### src/rtl/des_iterative_controller_if.sv
// Block handshake bundle for the iterative DES controller.
// Input side carries the block in, output side carries the result out.
interface des_iterative_controller_if;
   logic        i_valid;
   logic        i_ready;
   logic [63:0] i_data;
   logic        i_decrypt;
   logic        o_valid;
   logic        o_ready;
   logic [63:0] o_data;

   modport slave (
      input  i_valid, i_data, i_decrypt, o_ready,
      output i_ready, o_valid, o_data
   );

   modport master (
      output i_valid, i_data, i_decrypt, o_ready,
      input  i_ready, o_valid, o_data
   );
endinterface

### src/rtl/des_iterative_controller.sv
// Iterative DES controller: loops one shared round function through all
// rounds of a block, applying IP on entry and swap+FP on exit.
module des_iterative_controller #(
   parameter int NUM_ROUNDS = 16
) (
   input  logic        clk,
   input  logic        rst,
   des_iterative_controller_if.slave blk,
   input  logic        hold,
   output logic        rf_enable,
   output logic        rf_i_valid,
   output logic [31:0] rf_L,
   output logic [31:0] rf_R,
   input  logic        rf_o_valid,
   input  logic [31:0] rf_L_out,
   input  logic [31:0] rf_R_out,
   output logic [3:0]  kn_sel,
   output logic        busy,
   output logic        err
);

   localparam logic [3:0] LAST = 4'(NUM_ROUNDS - 1);

   localparam int IP_T [64] = '{
      58, 50, 42, 34, 26, 18, 10, 2,
      60, 52, 44, 36, 28, 20, 12, 4,
      62, 54, 46, 38, 30, 22, 14, 6,
      64, 56, 48, 40, 32, 24, 16, 8,
      57, 49, 41, 33, 25, 17,  9, 1,
      59, 51, 43, 35, 27, 19, 11, 3,
      61, 53, 45, 37, 29, 21, 13, 5,
      63, 55, 47, 39, 31, 23, 15, 7
   };

   localparam int FP_T [64] = '{
      40, 8, 48, 16, 56, 24, 64, 32,
      39, 7, 47, 15, 55, 23, 63, 31,
      38, 6, 46, 14, 54, 22, 62, 30,
      37, 5, 45, 13, 53, 21, 61, 29,
      36, 4, 44, 12, 52, 20, 60, 28,
      35, 3, 43, 11, 51, 19, 59, 27,
      34, 2, 42, 10, 50, 18, 58, 26,
      33, 1, 41,  9, 49, 17, 57, 25
   };

   // Table entries use DES numbering: bit 1 is the MSB (index 63).
   function automatic logic [63:0] ip_f(input logic [63:0] x);
      logic [63:0] r;
      logic [5:0]  s;
      r = '0;
      for (int i = 0; i < 64; i++) begin
         s = 6'(64 - IP_T[i]);
         r[6'(63 - i)] = x[s];
      end
      return r;
   endfunction

   function automatic logic [63:0] fp_f(input logic [63:0] x);
      logic [63:0] r;
      logic [5:0]  s;
      r = '0;
      for (int i = 0; i < 64; i++) begin
         s = 6'(64 - FP_T[i]);
         r[6'(63 - i)] = x[s];
      end
      return r;
   endfunction

   typedef enum logic [2:0] {
      S_IDLE,
      S_ISSUE,
      S_WAIT,
      S_FINAL,
      S_DONE
   } state_t;

   state_t      state_q, state_d;
   logic [3:0]  cnt_q, cnt_d;
   logic [31:0] l_q, l_d;
   logic [31:0] r_q, r_d;
   logic        dec_q, dec_d;
   logic [63:0] odata_q, odata_d;
   logic        err_q, err_d;
   logic [63:0] ip_data;
   logic [63:0] fp_data;

   // State and datapath registers; reset wins over everything.
   always_ff @(posedge clk) begin
      if (rst) begin
         state_q <= S_IDLE;
         cnt_q   <= '0;
         l_q     <= '0;
         r_q     <= '0;
         dec_q   <= 1'b0;
         odata_q <= '0;
         err_q   <= 1'b0;
      end else begin
         state_q <= state_d;
         cnt_q   <= cnt_d;
         l_q     <= l_d;
         r_q     <= r_d;
         dec_q   <= dec_d;
         odata_q <= odata_d;
         err_q   <= err_d;
      end
   end

   // Next-state logic; hold freezes everything except the two handshakes.
   always_comb begin
      state_d = state_q;
      cnt_d   = cnt_q;
      l_d     = l_q;
      r_d     = r_q;
      dec_d   = dec_q;
      odata_d = odata_q;
      err_d   = err_q;
      ip_data = ip_f(blk.i_data);
      fp_data = fp_f({r_q, l_q});

      if (!hold && rf_o_valid && state_q != S_WAIT)
         err_d = 1'b1;

      unique case (state_q)
         S_IDLE: begin
            if (blk.i_valid) begin
               l_d     = ip_data[63:32];
               r_d     = ip_data[31:0];
               dec_d   = blk.i_decrypt;
               cnt_d   = '0;
               state_d = S_ISSUE;
            end
         end
         S_ISSUE: begin
            if (!hold)
               state_d = S_WAIT;
         end
         S_WAIT: begin
            if (!hold && rf_o_valid) begin
               l_d = rf_L_out;
               r_d = rf_R_out;
               if (cnt_q == LAST) begin
                  state_d = S_FINAL;
               end else begin
                  cnt_d   = cnt_q + 4'd1;
                  state_d = S_ISSUE;
               end
            end
         end
         S_FINAL: begin
            if (!hold) begin
               odata_d = fp_data;
               state_d = S_DONE;
            end
         end
         S_DONE: begin
            if (blk.o_ready)
               state_d = S_IDLE;
         end
         default: state_d = S_IDLE;
      endcase
   end

   assign blk.i_ready = (state_q == S_IDLE);
   assign blk.o_valid = (state_q == S_DONE);
   assign blk.o_data  = odata_q;
   assign rf_enable   = !hold;
   assign rf_i_valid  = (state_q == S_ISSUE) && !hold;
   assign rf_L        = l_q;
   assign rf_R        = r_q;
   assign kn_sel      = dec_q ? (LAST - cnt_q) : cnt_q;
   assign busy        = (state_q != S_IDLE) && (state_q != S_DONE);
   assign err         = err_q;

endmodule

### src/flat_wrapper.sv
// flat-port wrapper written by rule: the top's interface ports become plain ports
module des_iterative_controller_flat 
#(
   parameter int NUM_ROUNDS = 16
)
  (clk, rst, hold, rf_enable, rf_i_valid, rf_L, rf_R, rf_o_valid, rf_L_out, rf_R_out, kn_sel, busy, err, blk_i_valid, blk_i_data, blk_i_decrypt, blk_o_ready, blk_i_ready, blk_o_valid, blk_o_data);
  des_iterative_controller_if blk_i ();
  input  logic clk;
  input  logic rst;
  input  logic hold;
  output logic rf_enable;
  output logic rf_i_valid;
  output logic [31:0] rf_L;
  output logic [31:0] rf_R;
  input  logic rf_o_valid;
  input  logic [31:0] rf_L_out;
  input  logic [31:0] rf_R_out;
  output logic [3:0] kn_sel;
  output logic busy;
  output logic err;
  input wire logic [$bits(blk_i.i_valid)-1:0] blk_i_valid;
  input wire logic [$bits(blk_i.i_data)-1:0] blk_i_data;
  input wire logic [$bits(blk_i.i_decrypt)-1:0] blk_i_decrypt;
  input wire logic [$bits(blk_i.o_ready)-1:0] blk_o_ready;
  output wire logic [$bits(blk_i.i_ready)-1:0] blk_i_ready;
  output wire logic [$bits(blk_i.o_valid)-1:0] blk_o_valid;
  output wire logic [$bits(blk_i.o_data)-1:0] blk_o_data;
  assign blk_i.i_valid = blk_i_valid;
  assign blk_i.i_data = blk_i_data;
  assign blk_i.i_decrypt = blk_i_decrypt;
  assign blk_i.o_ready = blk_o_ready;
  assign blk_i_ready = blk_i.i_ready;
  assign blk_o_valid = blk_i.o_valid;
  assign blk_o_data = blk_i.o_data;
  des_iterative_controller #(.NUM_ROUNDS(NUM_ROUNDS)) u_core (.clk(clk), .rst(rst), .blk(blk_i), .hold(hold), .rf_enable(rf_enable), .rf_i_valid(rf_i_valid), .rf_L(rf_L), .rf_R(rf_R), .rf_o_valid(rf_o_valid), .rf_L_out(rf_L_out), .rf_R_out(rf_R_out), .kn_sel(kn_sel), .busy(busy), .err(err));
endmodule
### config.mk
export PLATFORM = sky130hd
export DESIGN_NAME = des_iterative_controller_flat
export DESIGN_NICKNAME = d
export VERILOG_FILES = /design/src/rtl/des_iterative_controller_if.sv /design/src/rtl/des_iterative_controller.sv /design/src/flat_wrapper.sv
export SDC_FILE = /design/constraint.sdc
export NUM_CORES = 1
export LEC_CHECK = 0
export CAP_MARGIN = 25
export CORE_MARGIN = 8
export CORE_UTILIZATION = 38
export CTS_BUF_LIST = sky130_fd_sc_hd__clkbuf_2
export CTS_CLUSTER_DIAMETER = 150
export DETAILED_ROUTE_END_ITERATION = 7
export HOLD_SLACK_MARGIN = 0.05
export PLACE_DENSITY = 0.85
export SETUP_SLACK_MARGIN = 0.3
export SYNTH_ARGS = -nofsm -noshare
export SYNTH_HDL_FRONTEND = slang
export SYNTH_SLANG_ARGS = --single-unit
### constraint.sdc
create_clock -name clk -period 2.02 [get_ports clk]
set_clock_uncertainty 0.05 [all_clocks]
set_input_delay 0.303 -clock clk [delete_from_list [all_inputs] [get_ports clk]]
set_output_delay 0.303 -clock clk [all_outputs]
set_load 0.05 [all_outputs]
---- Word-level counts from Yosys, hierarchy flattened ----
Cells that the tools add are included.
W data, S select, Z words.
storage, ports and cells
  bits in read-only memories .............. 0
  bits in writable memories ............... 0
  latch bits .............................. 0
  logic and storage cells ................. 54
  memories kept ........................... 0
  output and inout bits ................... 138
  flip-flop bits (word level) ............. 105
operators by class
  add/subtract/negate cells ............... 2
  equality and inequality tests ........... 13
  bitwise operators ....................... 1
  muxes and demuxes ....................... 18
  magnitude comparators ................... 0
  reduce and logical (&&, ||, !) cells .... 13
  shifts and indexed selects .............. 0
  $mul .................................... 0
  div/mod/pow operators ................... 0
operators by type and width
  operator               number
  $mux W32               4
  $pmux W32 S2           2
  $mux W4                4
  $mux W3                5
  $pmux W3 S5            1
  $ne A2 B2 Y1 const B   5
  $pmux W4 S2            1
  $eq A3 B2 Y1 const B   2
  $reduce_and A5 Y1      1
  $add A4 B1 Y4 const B  1
  $eq A4 B4 Y1 const B   1
  $logic_and A1 B1 Y1    4
  $reduce_and A2 Y1      2
  $reduce_and A4 Y1      1
  $sub A4 B4 Y4 const A  1
  $eq A3 B1 Y1 const B   1
  $eq A3 B3 Y1 const B   1
  $logic_not A3 Y1       1
  $ne A3 B2 Y1 const B   1
  $ne A3 B3 Y1 const B   1
  $reduce_and A3 Y1      1
  $reduce_bool A3 Y1     1
  $mux W2                1
  $ne A2 B1 Y1 const B   1
  other kinds (3)        3

---- Logic depth before layout (Yosys ltp) ----
Gate-level depths: netlist of the first run.
  depth after elaboration ................. 4
  mapped depth ............................ 7

---- Least setup slack after synthesis of the first run ----
No wires, ideal clock.
  path kind ............................... register -> output
  from .................................... reg u_core.state_q[0]
  to ...................................... out rf_i_valid
  path slack .............................. -0.096 ns
  path buffers ............................ 0
  cell stages (with the launch flop) ...... 3
  arrival ................................. 1.763 ns
  cells stage by stage .................... dfxtp_1 -> and2b_1 -> nor3b_1
on the way
  cells in the longest elaborated chain, start to end .. 2
RTL lines
  item                    line                             source
  start, declared         des_iterative_controller.sv:77   state_t state_q, state_d;
  start signal, assigned  des_iterative_controller.sv:98   state_q <= state_d;
  $eq A3 B1 Y1            des_iterative_controller.sv:167  assign rf_i_valid = (state_q == S_ISSUE) && !hold;
  $logic_and A1 B1 Y1     des_iterative_controller.sv:167
  end, declared           flat_wrapper.sv:12               output logic rf_i_valid;
Every way passes these cells.

---- Worst setup path in the final report of the first run ----
  from .................................... reg u_core.state_q[0]
  to ...................................... out blk_i_ready
on the way
  cells in the longest elaborated chain, start to end .. 1
RTL lines
  item              line                             source
  $logic_not A3 Y1  des_iterative_controller.sv:163  assign blk.i_ready = (state_q == S_IDLE);
  end, declared     flat_wrapper.sv:25               output wire logic [$bits(blk_i.i_ready)-1:0] blk_i_ready;
Every way passes these cells.

==> results of run 1 <==
[cell type report]
| cell class | instances | area, sq um |
|---|---|---|
| clock buffer | 11 | 55.05 |
| clock inverter | 5 | 56.30 |
| fill | 986 | 4616 |
| inverter | 3 | 11.26 |
| multi-input combinational | 369 | 2067 |
| sequential | 105 | 2128 |
| tap | 143 | 178.9 |
| timing repair buffer | 249 | 2257 |
[worst max-delay path: stages, from the launching register on]
cell	delay (ps)
sky130_fd_sc_hd__dfxtp_4	420
sky130_fd_sc_hd__or2_4	270
sky130_fd_sc_hd__nor2_4	120
sky130_fd_sc_hd__buf_12	150
[kinds of logic (layout without fill, tap and decap cells)]
family,count (synthesis),in the layout,share of synthesized area
simple gates,188,188,0.1823
fa+ha+maj,1,1,0.002830
xor+xnor,4,4,0.007924
other cells,1,32,0.0008483
mux,32,32,0.07246
buf+inv,77,268,0.1070
compound gates,111,112,0.1511
flops,105,105,0.4755
[layer usage]
metal,GRT usage,up-vias,share of wire
met2,0.3129,186,0.49
met1,0.1965,2091,0.39
met3,0.07525,18,0.10
met4,0.06546,0,0.017
met5,0,-,0
li1,-,2143,-
[flip-flops by register name (all words and copies together) (netlist names)]
| signal | count |
|---|---|
| u_core.rf_L | 32 |
| u_core.blk.o_data | 32 |
| u_core.state_q | 3 |
| u_core.rf_R | 32 |
| u_core.err | 1 |
| u_core.dec_q | 1 |
| u_core.cnt_q | 4 |
[power by group through the flow]
| stage | sequential, mW | combinational [mW] | clock (mW) |
|---|---|---|---|
| global placement | 2.27 | 1.33 | 0 |
| finish | 2.23 | 1.46 | 0.976 |
| global route | 2.24 | 1.54 | 1.10 |
| CTS | 2.23 | 1.33 | 1.01 |
| detailed placement | 2.27 | 1.35 | 0 |
| floorplan | 2.56 | 0.576 | 0 |
[what timing repair did]
item	in CTS	in global routing
hold buffers	1	0
pin swaps	1	9
gates resized for setup	476	72
endpoints found under the setup margin	114	87
cloned	2	6
endpoints found under the hold margin	7	0
buffers inserted	6	12
[metrics by stage]
step / area, sq um / hold WS (ps) / setup slack, ps / cells / utilization
2_1_floorplan: 4542 / 404.9 / 81.84 / 550 / -
5_1_grt: 6754 / 121.1 / 34.55 / 885 / 0.5940
3_5_place_dp: 6581 / 396.6 / 35.28 / 842 / 0.5788
3_3_place_gp: 6581 / 386.4 / 62.87 / 842 / 0.5788
4_1_cts: 6466 / 145.9 / 113.2 / 867 / 0.5687
6_report: 6754 / 195.0 / 145.0 / 885 / 0.5940
[cells in the mapped netlist (all sizes together)]
library cell  instances
mux2i                32
nor2                 38
inv                   3
or2                   1
and3                  2
nand3                37
a21boi                1
or3                   1
nand4                 2
clkbuf               23
nand2                97
buf                  51
and3b                 1
o211ai                1
ha                    1
conb                  1
a2111oi               1
nor3                  2
o21a                  2
o21ai                 1
nor3b                 2
and2                  1
a21bo                 2
a31o                  2
nor4                  1
a21oi                68
nor2b                 1
dfxtp               105
a31oi                 1
xor2                  4
nand4b                1
and2b                 1
a211oi               32
[path summary, 6_finish.rpt]
kind,start,to,slack [ps]
max reg2reg,u_core.state_q[0]$_SDFFE_PP0P_,u_core.rf_R[28]$_SDFFE_PP0P_,280
max,u_core.state_q[0]$_SDFFE_PP0P_,blk_i_ready,140
min reg2reg,u_core.rf_L[13]$_SDFFE_PP0P_,u_core.blk.o_data[19]$_SDFFE_PP0P_,400
min,rf_L_out[14],u_core.rf_L[14]$_SDFFE_PP0P_,190
[cells in the final DEF, fill, tap and decap left out, types with 2 or more instances in the layout]
master,count
sky130_fd_sc_hd__clkdlybuf4s50_1,101
sky130_fd_sc_hd__nand2_1,97
sky130_fd_sc_hd__dfxtp_1,94
sky130_fd_sc_hd__buf_2,70
sky130_fd_sc_hd__a21oi_1,67
sky130_fd_sc_hd__nand3_1,36
sky130_fd_sc_hd__nor2_1,35
sky130_fd_sc_hd__conb_1,32
sky130_fd_sc_hd__a211oi_1,31
sky130_fd_sc_hd__mux2i_1,29
sky130_fd_sc_hd__clkbuf_4,26
sky130_fd_sc_hd__buf_4,25
sky130_fd_sc_hd__buf_12,13
sky130_fd_sc_hd__clkbuf_2,11
sky130_fd_sc_hd__buf_6,6
sky130_fd_sc_hd__dfxtp_2,6
sky130_fd_sc_hd__dfxtp_4,5
sky130_fd_sc_hd__clkbuf_16,4
sky130_fd_sc_hd__nor2_4,3
sky130_fd_sc_hd__inv_1,3
sky130_fd_sc_hd__xor2_1,3
sky130_fd_sc_hd__mux2i_2,2
sky130_fd_sc_hd__and3_1,2
sky130_fd_sc_hd__nor3_1,2
sky130_fd_sc_hd__nand4_1,2
sky130_fd_sc_hd__a31o_2,2
sky130_fd_sc_hd__a21bo_2,2
sky130_fd_sc_hd__clkinv_2,2
==> Implementation_results.wiki, run 1 <==
{| class="wikitable"
! Metric !! Value
|-
| Outcome || completed
|-
| Effective utilization at floorplan || 0.3888
|-
| Sequential area share after synthesis || 0.4755
|-
| Final weighted congestion in routability-driven placement || 0.7640
|-
| Final number of setup-violating endpoints || 0
|-
| First-pass GRT wire length || approximately 22 mm
|-
| Leakage || 2.747 nW
|-
| Total Routing Usage GR || 0.1817
|-
| Clk sink count || 105
|-
| Clock H-tree levels || 3
|-
| Biggest fanout along the worst timing path || 4
|-
| Source-to-sink clock delay at the later pin of the worst-skew pair || 570 ps
|-
| Synthesized netlist cell count || 519
|-
| Drt pass-1 iters || 5
|-
| Final Cycle Share || 0.9282
|-
| Crit. End Element || output port
|-
| Fraction of layout cells with a size suffix above 1 || 0.2655
|-
| DP HPWL || 10.53 mm
|-
| Std-Cell Core Area || between 10000 and 15000 sq um
|-
| Number of CTS-inserted buffers || 9
|-
| Clock power share || 0.209
|-
| Path depth of the worst reg2reg path || 7
|-
| Buffers from clock root to sink, at most || 2
|-
| Top-area cell type share of the netlist area || 0.4755
|-
| Net Sw Frac || 0.3516
|-
| Residual overflow from global routing || 0
|-
| Syn Area/Cell || between 8 and 9 sq um
|-
| Internal Pwr Total || 3.024 mW
|-
| Crit path required time || around 1700 ps
|-
| Detail Route Antenna Nets || 0
|-
| Combinational power share || 0.313
|-
| Cell Pwr Density || 690.6 nW/um^2
|-
| Setup TNS Final || 0 ps
|-
| Synth area leader || sky130_fd_sc_hd__dfxtp_1
|-
| Switching power total || 1.640 mW
|-
| Total of warnings raised by yosys || 0
|-
| Final Total Pwr || approximately 4.7 mW
|-
| Total of flip-flops plus latches after synthesis || 105
|-
| Detailed-route via count || 4438
|-
| Number of DRC violations after detailed routing || 0
|-
| Root Driver || sky130_fd_sc_hd__clkbuf_2
|-
| Fin. max-slew vios || 0
|-
| Clock transition at the register clock pins on the worst setup and hold paths after CTS || 280 ps
|-
| Relative slew slack || 0.5916
|-
| IO Pins || 273
|-
| Classification of the worst setup path || reg -> out
|-
| Initial antenna violation count || 0
|-
| Number of violations reported at the end of detailed-routing iteration 0 || between 150 and 200
|-
| Netlist area before placement || 4420 sq um
|-
| Cell variety after synth || 36
|-
| Standard-cell row count || 39
|-
| Worst Hold Depth || 3
|-
| Class of the tightest hold or removal check || in -> reg
|-
| Port Buffer Count || between 200 and 250
|-
| Final Critical Period || 1875 ps
|-
| Count of nets after finishing || 873
|-
| Average routed wire per standard cell || roughly 17 microns
|-
| Cell types with the largest area share after synthesis || sky130_fd_sc_hd__dfxtp_1 48%, sky130_fd_sc_hd__nand2_1 8.2%, sky130_fd_sc_hd__a21oi_1 7.7%
|-
| DIE HEIGHT || 123.9 microns
|-
| Transition time of the tightest slew-check pin || roughly 600 ps
|-
| Unrepaired setup endpoints after global routing || true
|-
| Die Outline Area || approximately 15000 sq um
|-
| Final hold violation count || 0
|-
| Startpoint type of the worst setup path || flop
|-
| Peak VDD IR || about 0.00038 V
|-
| Area grow syn2layout || 52.79%
|-
| Horizontal die dimension || about 120 microns
|-
| Wire length reported by the detailed router || 15.49 mm
|-
| Data arrival time of the critical path || around 1500 ps
|-
| Maximum number of pins on one net before global-route repair || 60
|-
| Antenna cell count || 0
|-
| Post-DR vias/cell || 5.015
|-
| Number of max-cap violations || 0
|-
| Achievable Freq || around 530 MHz
|-
| Number of global-route vias before repair || 4317
|-
| Clock tree from TritonCTS || yes
|-
| Sequential power share || 0.478
|}
(Power assumes the default switching activity.)
==> run 2, diff against run 1 <==
clock period = 2.05 ns   (was 2.02 ns; I/O delays follow)
==> run 2 against run 1 <==
- non-clock buffer count is 21 higher
- power is 4.5% higher
- flip-flop and latch count stayed put
- wire length is 16% higher
- largest cell class unchanged
- via count is 5.3% higher
- largest power group unchanged
- critical endpoint is now u_core.rf_R[18]$_SDFFE_PP0P_
- utilization is 7.0 points higher
- global-route usage hardly changed
- clock power is 2% lower
- setup slack better by 27 ps
- cell area is 12% higher
- highest routed layer unchanged
==> Implementation_results.wiki, run 2 (synthesized netlist as in run 1, its figures left out) <==
{| class="wikitable"
! Metric !! Value
|-
| Outcome || completed
|-
| Clock power share || 0.197 (-0.012)
|-
| Switching power total || 1.764 mW (+7.5%)
|-
| Average routed wire per standard cell || 19.88 microns (+14%)
|-
| Net Sw Frac || 0.3619 (+0.01027)
|-
| Fin. max-slew vios || 0 (unchanged)
|-
| Effective utilization at floorplan || 0.3888 (unchanged)
|-
| Standard-cell row count || 39 (unchanged)
|-
| DP HPWL || 10.84 mm (+2.9%)
|-
| Detail Route Antenna Nets || 0 (unchanged)
|-
| Classification of the worst setup path || reg -> reg
|-
| Die Outline Area || 15340 sq um (unchanged)
|-
| Sequential power share || 0.451 (-0.027)
|-
| Peak VDD IR || 0.0003587 V (-5.1%)
|-
| Number of violations reported at the end of detailed-routing iteration 0 || 258 (+31%)
|-
| Residual overflow from global routing || 0 (unchanged)
|-
| Biggest fanout along the worst timing path || 7 (+3)
|-
| Clock tree from TritonCTS || yes
|-
| Detailed-route via count || 4672 (+5.3%)
|-
| Buffers from clock root to sink, at most || 2 (unchanged)
|-
| Most frequent cells in the layout || 101 x sky130_fd_sc_hd__clkdlybuf4s50_1, 97 x sky130_fd_sc_hd__dfxtp_1, 83 x sky130_fd_sc_hd__nand2_1, 77 x sky130_fd_sc_hd__buf_2, 47 x sky130_fd_sc_hd__a21oi_1
|-
| Achievable Freq || 532.5 MHz
|-
| Final number of setup-violating endpoints || 0 (unchanged)
|-
| Wire length reported by the detailed router || 17.99 mm (+16%)
|-
| Drt pass-1 iters || 7 (+2)
|-
| Clock transition at the register clock pins on the worst setup and hold paths after CTS || 270 ps (about the same)
|-
| Leakage || 2.982 nW (+8.5%)
|-
| Data arrival time of the critical path || 2280 ps (+760 ps)
|-
| Crit path required time || 2450 ps (+780 ps)
|-
| Post-DR vias/cell || 5.162 (+2.9%)
|-
| Crit. End Element || flop
|-
| Root Driver || sky130_fd_sc_hd__clkbuf_2
|-
| Final weighted congestion in routability-driven placement || 0.7737 (+1.3%)
|-
| Antenna cell count || 0 (unchanged)
|-
| Number of max-cap violations || 0 (unchanged)
|-
| Launching element of the worst setup path || u_core.state_q[0]$_SDFFE_PP0P_
|-
| Clk sink count || 105 (unchanged)
|-
| Count of nets after finishing || 894 (+2.4%)
|-
| Most common cell after layout, fill and taps aside || sky130_fd_sc_hd__clkdlybuf4s50_1
|-
| End of the worst register-to-register path || u_core.rf_R[18]$_SDFFE_PP0P_
|-
| Critical Path End || u_core.rf_R[18]$_SDFFE_PP0P_
|-
| R2r startpoint || u_core.state_q[0]$_SDFFE_PP0P_
|-
| Worst setup slack for register-to-register paths || 170 ps (-110 ps)
|-
| Horizontal die dimension || 123.9 microns (unchanged)
|-
| Path depth of the worst reg2reg path || 9 (+2)
|-
| Source-to-sink clock delay at the later pin of the worst-skew pair || 550 ps (-20 ps)
|-
| Port Buffer Count || 208 (unchanged)
|-
| Final Core Density || 0.6639 (+0.06988)
|-
| Relative slew slack || 0.5645 (-0.02707)
|-
| Std-Cell Core Area || 11370 sq um (unchanged)
|-
| Initial antenna violation count || 0 (unchanged)
|-
| Transition time of the tightest slew-check pin || 653.2 ps (+40.60 ps)
|-
| Final Critical Period || 1878 ps
|-
| Number of global-route vias before repair || 4430 (+2.6%)
|-
| Cell Pwr Density || 645.7 nW/um^2 (-6.5%)
|-
| Number of DRC violations after detailed routing || 0 (unchanged)
|-
| Worst Hold Margin || 223.6 ps (+28.60 ps)
|-
| Internal Pwr Total || 3.110 mW (+2.8%)
|-
| IO Pins || 273 (unchanged)
|-
| Clock H-tree levels || 3 (unchanged)
|-
| Unrepaired setup endpoints after global routing || true
|-
| Setup TNS Final || 0 ps (unchanged)
|-
| Final hold violation count || 0 (unchanged)
|-
| Startpoint type of the worst setup path || flop
|-
| Final Cycle Share || 0.9161
|-
| Number of CTS-inserted buffers || 9 (unchanged)
|-
| Class of the tightest hold or removal check || in -> reg
|-
| DIE HEIGHT || 123.9 microns (unchanged)
|-
| Fraction of layout cells with a size suffix above 1 || 0.3701 (+0.1046)
|-
| Fillers || 874 (-11%)
|-
| Area grow syn2layout || 70.76%
|-
| Combinational power share || 0.352 (+0.039)
|-
| First-pass GRT wire length || 22.05 mm (+0.53%)
|-
| Total Routing Usage GR || 0.1819 (+0.0002431)
|-
| Maximum number of pins on one net before global-route repair || 59 (-1.7%)
|}
run 2: cell types whose count changed in the layout (fill, tap and decap cells not counted), sizes merged:
cell,delta
clkinvlp,+1
clkinv,-1
buf,+21
clkdlybuf4s18,+3
bufbuf,-1
clkdlybuf4s15,+15
clkbuf,-18
run 2: repair_timing:
| item | in CTS | in global routing |
|---|---|---|
| cloned | 2 | 18 |
| endpoints found under the setup margin | 107 | 107 |
| hold buffers | 1 | 0 |
| endpoints found under the hold margin | 6 | 0 |
| gates resized for setup | 394 | 190 |
| setup buffers | 9 | 17 |
| pin swaps | 4 | 57 |
run 2: metal layers:
metal,vias up,GRT usage,routed length [microns]
met5,-,0,0
met4,0,0.06471,429
met3,32,0.07480,1901
met2,254,0.3197,9150
met1,2206,0.1923,6513
li1,2180,-,-
run 2: per-stage QoR:
| stage | instance area [sq um] | cells | worst slack (ps) | power, mW |
|---|---|---|---|---|
| after floorplan | 4542 | 550 | 107.3 | 3.088 |
| after global routing | 7548 | 905 | 65.84 | 5.043 |
| after global placement | 6576 | 843 | 117.2 | 3.543 |
| after detailed placement | 6576 | 843 | 45.38 | 3.571 |
| final | 7548 | 905 | 172.0 | 4.874 |
| after CTS | 6771 | 870 | 156.2 | 4.523 |
run 2: cell type report:
class	count	area [sq um]	area share
tap	143	178.9	0.02370
multi-input combinational	369	2481	0.3287
clock inverter	5	57.56	0.007625
timing repair buffer	270	2648	0.3507
sequential	105	2122	0.2811
inverter	3	11.26	0.001492
clock buffer	10	50.05	0.006630
run 2: worst min path at each step:
stage          depth (start not counted)                   startpoint                      endpoint  slack [ps]
2_1_floorplan                          2                  rf_L_out[0]   u_core.rf_L[0]$_SDFFE_PP0P_         410
3_3_place_gp                           2  u_core.rf_L[1]$_SDFFE_PP0P_   u_core.rf_L[1]$_SDFFE_PP0P_         390
3_5_place_dp                           2  u_core.rf_L[9]$_SDFFE_PP0P_   u_core.rf_L[9]$_SDFFE_PP0P_         400
4_1_cts                                3                 rf_L_out[10]  u_core.rf_L[10]$_SDFFE_PP0P_         170
5_1_grt                                3                 rf_L_out[10]  u_core.rf_L[10]$_SDFFE_PP0P_         160
6_report                               3                 rf_L_out[17]  u_core.rf_L[17]$_SDFFE_PP0P_         220
run 2: power groups by stage:
stage | Combinational [mW] | Clock (mW) | Sequential [mW]
3_5_place_dp | 1.33 | 0 | 2.24
5_1_grt | 1.79 | 1.04 | 2.21
3_3_place_gp | 1.31 | 0 | 2.24
2_1_floorplan | 0.568 | 0 | 2.52
6_report | 1.72 | 0.958 | 2.20
4_1_cts | 1.36 | 0.970 | 2.20
run 2: critical path, stage by stage (launching register included):
cell                       delay (ps)
sky130_fd_sc_hd__dfxtp_4          410
sky130_fd_sc_hd__buf_4            130
sky130_fd_sc_hd__buf_6            110
sky130_fd_sc_hd__buf_6            110
sky130_fd_sc_hd__nor2_4           100
sky130_fd_sc_hd__and2_4           270
sky130_fd_sc_hd__buf_12           140
sky130_fd_sc_hd__buf_16           130
sky130_fd_sc_hd__mux2i_2          210
sky130_fd_sc_hd__a211oi_1         110
==> run 3, diff against run 2 <==
SLEW_MARGIN = 20   (was not set)
==> results of run 3 <==
Final layout, timing and power as in run 2 (identical DEF).
